$ cat src/rtl/ibex_data_bus_arbiter.sv
// Two-host round-robin arbiter onto a single data bus with in-order response routing.
// A request left ungranted is locked until the device grants it.
module ibex_data_bus_arbiter #(
    parameter int unsigned MaxOutstanding = 2,
    parameter int unsigned DataWidth      = 32
) (
    input  logic                   clk_i,
    input  logic                   rst_ni,
    input  logic [1:0]             host_req_i,
    output logic [1:0]             host_gnt_o,
    input  logic [63:0]            host_addr_i,
    input  logic [1:0]             host_we_i,
    input  logic [7:0]             host_be_i,
    input  logic [2*DataWidth-1:0] host_wdata_i,
    output logic [1:0]             host_rvalid_o,
    output logic [1:0]             host_err_o,
    output logic [DataWidth-1:0]   host_rdata_o,
    output logic                   data_req_o,
    input  logic                   data_gnt_i,
    output logic [31:0]            data_addr_o,
    output logic                   data_we_o,
    output logic [3:0]             data_be_o,
    output logic [DataWidth-1:0]   data_wdata_o,
    input  logic                   data_rvalid_i,
    input  logic                   data_err_i,
    input  logic [DataWidth-1:0]   data_rdata_i,
    output logic                   busy_o
);

    localparam int unsigned CntW = 3;

    typedef enum logic {
        ARB_IDLE,
        ARB_LOCKED
    } arb_state_e;

    arb_state_e                state_q, state_d;
    logic                      sel_q, sel_d;
    logic                      prio_q, prio_d;
    logic [CntW-1:0]           cnt_q, cnt_d;
    logic [MaxOutstanding-1:0] ids_q, ids_d;

    logic            sel, sel_valid, full, grant, pop;
    logic [CntW-1:0] push_idx;

    assign full = (cnt_q == CntW'(MaxOutstanding));

    always_comb begin
        sel       = 1'b0;
        sel_valid = 1'b0;
        if (state_q == ARB_LOCKED) begin
            sel       = sel_q;
            sel_valid = !full;
        end else if (!full) begin
            unique case (host_req_i)
                2'b01:   begin sel = 1'b0;   sel_valid = 1'b1; end
                2'b10:   begin sel = 1'b1;   sel_valid = 1'b1; end
                2'b11:   begin sel = prio_q; sel_valid = 1'b1; end
                default: begin sel = 1'b0;   sel_valid = 1'b0; end
            endcase
        end
    end

    always_comb begin
        data_addr_o  = '0;
        data_we_o    = 1'b0;
        data_be_o    = '0;
        data_wdata_o = '0;
        if (sel_valid) begin
            if (sel) begin
                data_addr_o  = host_addr_i[63:32];
                data_we_o    = host_we_i[1];
                data_be_o    = host_be_i[7:4];
                data_wdata_o = host_wdata_i[2*DataWidth-1:DataWidth];
            end else begin
                data_addr_o  = host_addr_i[31:0];
                data_we_o    = host_we_i[0];
                data_be_o    = host_be_i[3:0];
                data_wdata_o = host_wdata_i[DataWidth-1:0];
            end
        end
    end

    assign data_req_o   = sel_valid;
    assign grant        = sel_valid & data_gnt_i;
    // A response with nothing outstanding is spurious and never reaches a host.
    assign pop          = data_rvalid_i & (cnt_q != '0);
    assign host_rdata_o = data_rdata_i;
    assign busy_o       = (state_q == ARB_LOCKED) | (cnt_q != '0);

    always_comb begin
        host_gnt_o           = '0;
        host_gnt_o[sel]      = grant;
        host_rvalid_o        = '0;
        host_err_o           = '0;
        host_rvalid_o[ids_q[0]] = pop;
        host_err_o[ids_q[0]]    = pop & data_err_i;
    end

    always_comb begin
        state_d = state_q;
        sel_d   = sel_q;
        prio_d  = prio_q;
        unique case (state_q)
            ARB_IDLE: begin
                if (sel_valid && !data_gnt_i) begin
                    state_d = ARB_LOCKED;
                    sel_d   = sel;
                end
            end
            ARB_LOCKED: begin
                if (data_gnt_i) state_d = ARB_IDLE;
            end
            default: state_d = ARB_IDLE;
        endcase
        if (grant) prio_d = ~sel;
    end

    // ID FIFO as a shift register with the head at index 0; a simultaneous
    // pop shifts first so the push lands one slot lower.
    always_comb begin
        ids_d    = ids_q;
        push_idx = cnt_q - CntW'(pop);
        if (pop) ids_d = ids_q >> 1;
        if (grant) begin
            for (int unsigned i = 0; i < MaxOutstanding; i++) begin
                if (CntW'(i) == push_idx) ids_d[i] = sel;
            end
        end
        cnt_d = cnt_q + CntW'(grant) - CntW'(pop);
    end

    always_ff @(posedge clk_i) begin
        if (!rst_ni) begin
            state_q <= ARB_IDLE;
            sel_q   <= 1'b0;
            prio_q  <= 1'b0;
            cnt_q   <= '0;
            ids_q   <= '0;
        end else begin
            state_q <= state_d;
            sel_q   <= sel_d;
            prio_q  <= prio_d;
            cnt_q   <= cnt_d;
            ids_q   <= ids_d;
        end
    end

endmodule

$ cat config.mk
export PLATFORM = sky130hd
export DESIGN_NAME = ibex_data_bus_arbiter
export DESIGN_NICKNAME = d
export VERILOG_FILES = /design/src/rtl/ibex_data_bus_arbiter.sv
export SDC_FILE = /design/constraint.sdc
export NUM_CORES = 1
export LEC_CHECK = 0
export ABC_AREA = 1
export CORE_AREA = 2 2 110 112
export DETAILED_ROUTE_END_ITERATION = 6
export DIE_AREA = 0 0 112 114
export PLACE_DENSITY = 0.62
export SYNTH_ARGS = -nofsm -noshare
export SYNTH_HDL_FRONTEND = slang
export SYNTH_SLANG_ARGS = --single-unit
export TNS_END_PERCENT = 50
$ cat constraint.sdc
create_clock -name clk_i -period 2.38 [get_ports clk_i]
set_input_delay 0.595 -clock clk_i [delete_from_list [all_inputs] [get_ports clk_i]]
set_output_delay 0.595 -clock clk_i [all_outputs]
set_load 0.01 [all_outputs]
==> impl_metrics.py <==
metrics = {
    "synth": {
        "yosys.area.top_type": "nor2_1",
        "netlist_top_cells_area": "nor2_1 (32%), o21ai_0 (16%), buf_4 (13%), dfxtp_1 (8.8%), nand2_1 (4.5%)",
        "ys_ff_latch": 8,
        "synth.distinct_cells": 25,
        "syn_inst": 350,
        "synth_fp_nets": 532,
        "synth_area_mm2": 0.00183,
        "yosysSeqAreaShare_pct": 8.77,
        "ys.warnings.count": 0,
        "synth.avg_cell_area_um2": 5.22,
        "synth_top_area_share_pct": 32.1,
    },
    "sta": {
        "layout_min_cycle_time_ns": 2.34,
        "worstMarginPinSlew_ns": 0.269,
        "final.setup.tns_ns": 0,
        "slew_viol_final": 0,
        "rsz0062_at_grt": "yes",
        "finalCritPeriodShare_pct": 98.3,
        "max_freq_ghz": 0.427,
        "setup_viol": 0,
        "slew_headroom_pct": 82.0,
        "hold_viol_final": 0,
        "finClkSkew_ns": 0.00351,
    },
    "setup_path": {
        "crit_required_ns": 1.78,
        "worst_setup_path_start_kind": "primary input",
        "crit_top_cell": "nor2_4",
        "cpPeakStageDelay_ns": 0.15,
        "path_cells": "buf_8, inv_4, nor2_4, nor2_4, nand2_4, nand2_8, buf_12, buf_16, buf_6, o21ai_2, nor2_1, buf_2",
        "arrival_ns": 1.74,
        "cpMaxStageDelayCell": "nor2_4",
        "critical_path_class": "primary input to primary output",
        "path_max_fanout": 8,
        "crit_path_end_kind": "primary output",
    },
    "drt": {
        "drt-pass1-iter-count": 4,
        "via_per_inst": 4.32,
        "postRouteAntennaNets": 0,
        "routedWlPerCell_um": 15.5,
        "route.detailed.drc": 0,
        "num_vias": 3099,
        "finalWirelength_um": 11200,
        "drt_iter0_drc": 71,
    },
    "clock_tree": {
        "numCtsBuffers": 3,
        "cts_sinks": 8,
        "cts_root_buf": "clkbuf_16",
        "insertion_delay_ns": 0.24,
        "tritoncts": "done",
        "path_clk_slew_ns": 0.04,
        "htreeDepth": 1,
        "cts.path.max_buffers": 2,
    },
    "finish": {
        "final_nets": 755,
        "drive_above_1_share_pct": 30.3,
        "final_cell_mix": "clkdlybuf4s50_1 (142), nor2_1 (141), buf_2 (69), o21ai_0 (35)",
        "final_common_cell": "clkdlybuf4s50_1",
        "area_growth_pct": 150,
        "antenna_cells": 0,
    },
    "power": {
        "ir_drop_uv": 390,
        "p_total_uw": 3480,
        "p_leak_uw": 0.00214,
        "powerDensity_mw_per_mm2": 763,
    },
    "global_routing": {
        "grt_pass1_vias": 2978,
        "antenna_found_initial": 0,
        "grt_max_degree": 33,
        "grt_pass1_wl_um": 16000,
        "track_usage_pct": 16.0,
        "grt.overflow.total": 0,
    },
    "die": {
        "core_area_mm2": 0.0117,
        "initial_core_util_pct": 15.6,
        "ios": 286,
        "die_h_um": 114,
        "die_area_mm2": 0.0128,
        "rows": 40,
        "die_x_um": 112,
    },
    "run": {
        "drv_cap": 0,
    },
    "placement": {
        "gp_congestion": 0.762,
        "dp_hpwl_um": 6950,
        "port_buffers": 221,
    },
    "worst_hold_path": {
        "hold_class": "flip-flop to flip-flop",
    },
    "run_status": {
        "status": "complete, no violations",
    },
}
[synth_stat cells]
library cell,instances
a211oi_1,1
a21oi_1,2
a21oi_4,1
buf_2,4
buf_4,32
buf_6,7
clkbuf_1,5
clkbuf_2,5
clkinv_2,1
dfxtp_1,8
fa_1,1
ha_1,4
inv_1,17
inv_2,3
nand2_1,22
nand2_2,1
nand3_1,3
nand3_4,1
nand4_1,1
nor2_1,156
nor2_4,1
nor3_1,2
o21ai_0,57
o21ai_1,14
xnor2_1,1
[worst paths after layout]
path | end | cells past startpoint | slack (ns) | startpoint
worst min register to register | sel_q$_SDFFE_PN0P_ | 4 | 0.53 | sel_q$_SDFFE_PN0P_
worst max-delay path | data_wdata_o[1] | 12 | 0.04 | host_req_i[0]
worst max register to register | cnt_q[2]$_SDFF_PN0_ | 13 | 0.28 | cnt_q[1]$_SDFF_PN0_
worst min-delay path | sel_q$_SDFFE_PN0P_ | 4 | 0.53 | sel_q$_SDFFE_PN0P_
[cells by family (layout without fill, tap and decap cells)]
kind of cell	after synthesis	in the layout	share of synthesized area [%]
AO/OA/AOI/OAI	75	75	21.3
XOR/XNOR	1	1	0.480
adder cells (fa/ha/maj)	5	5	3.84
buffers and inverters	74	295	25.4
flip-flops	8	8	8.77
AND/OR/NAND/NOR	187	187	40.2
[where the power goes]
| group | leakage (uW) | internal [uW] | switching (uW) | total, uW |
|---|---|---|---|---|
| logic | 0.00203 | 1510 | 1470 | 2980 |
| registers | 0.0000663 | 179 | 32.9 | 212 |
| clock network | 0.0000370 | 217 | 71.6 | 289 |
[critical path, delay by kind of cell]
| family | cells | cell delay (ns) |
|---|---|---|
| AOI/OAI and AO/OA | 1 | 0.05 |
| buffers and inverters | 6 | 0.62 |
| and+or+nand+nor | 5 | 0.47 |
[through the flow]
| step | instance area (um^2) | hold slack (ns) | utilization [%] | worst slack, ns | instances |
|---|---|---|---|---|---|
| 3_5_place_dp | 4030 | 0.505 | 34.4 | -0.777 | 681 |
| 4_1_cts | 4440 | 0.526 | 37.9 | -0.0850 | 714 |
| 3_3_place_gp | 4030 | 0.493 | 34.4 | -0.787 | 681 |
| 5_1_grt | 4560 | 0.569 | 38.9 | -0.0307 | 718 |
| 6_report | 4560 | 0.531 | 38.9 | 0.0408 | 718 |
| 2_1_floorplan | 1830 | 0.475 | - | 0.291 | 350 |
[routing by layer]
layer / global-route usage, % / up-vias / share of wire [%]
li1: - / 1519 / -
met1: 18.5 / 1384 / 39
met2: 28.0 / 164 / 49
met3: 3.83 / 32 / 8.1
met4: 7.07 / 0 / 3.7
met5: 0 / - / 0
[what timing repair did]
action                                  in CTS  in global routing
pin swaps                                   10                 14
endpoints found under the hold margin        0                  0
endpoints found under the setup margin      78                 75
setup buffers                               18                  5
gates cloned                                12                  0
gates resized for setup                    364                 30
hold buffers                                 0                  0
[sequential cells by signal, indices dropped and copies added, names as in the netlist]
register	flops
ids_q	2
state_q	1
prio_q	1
cnt_q	3
sel_q	1
[final cells by class]
class                   instances  area [um^2]
flip-flops and latches          8          161
well taps                     147          184
multi-input cells             268         1350
clock buffers                   3         75.1
repair buffers                271         2700
fillers                      1246         7160
inverters                      21         86.3
(Power assumes the default switching activity.)
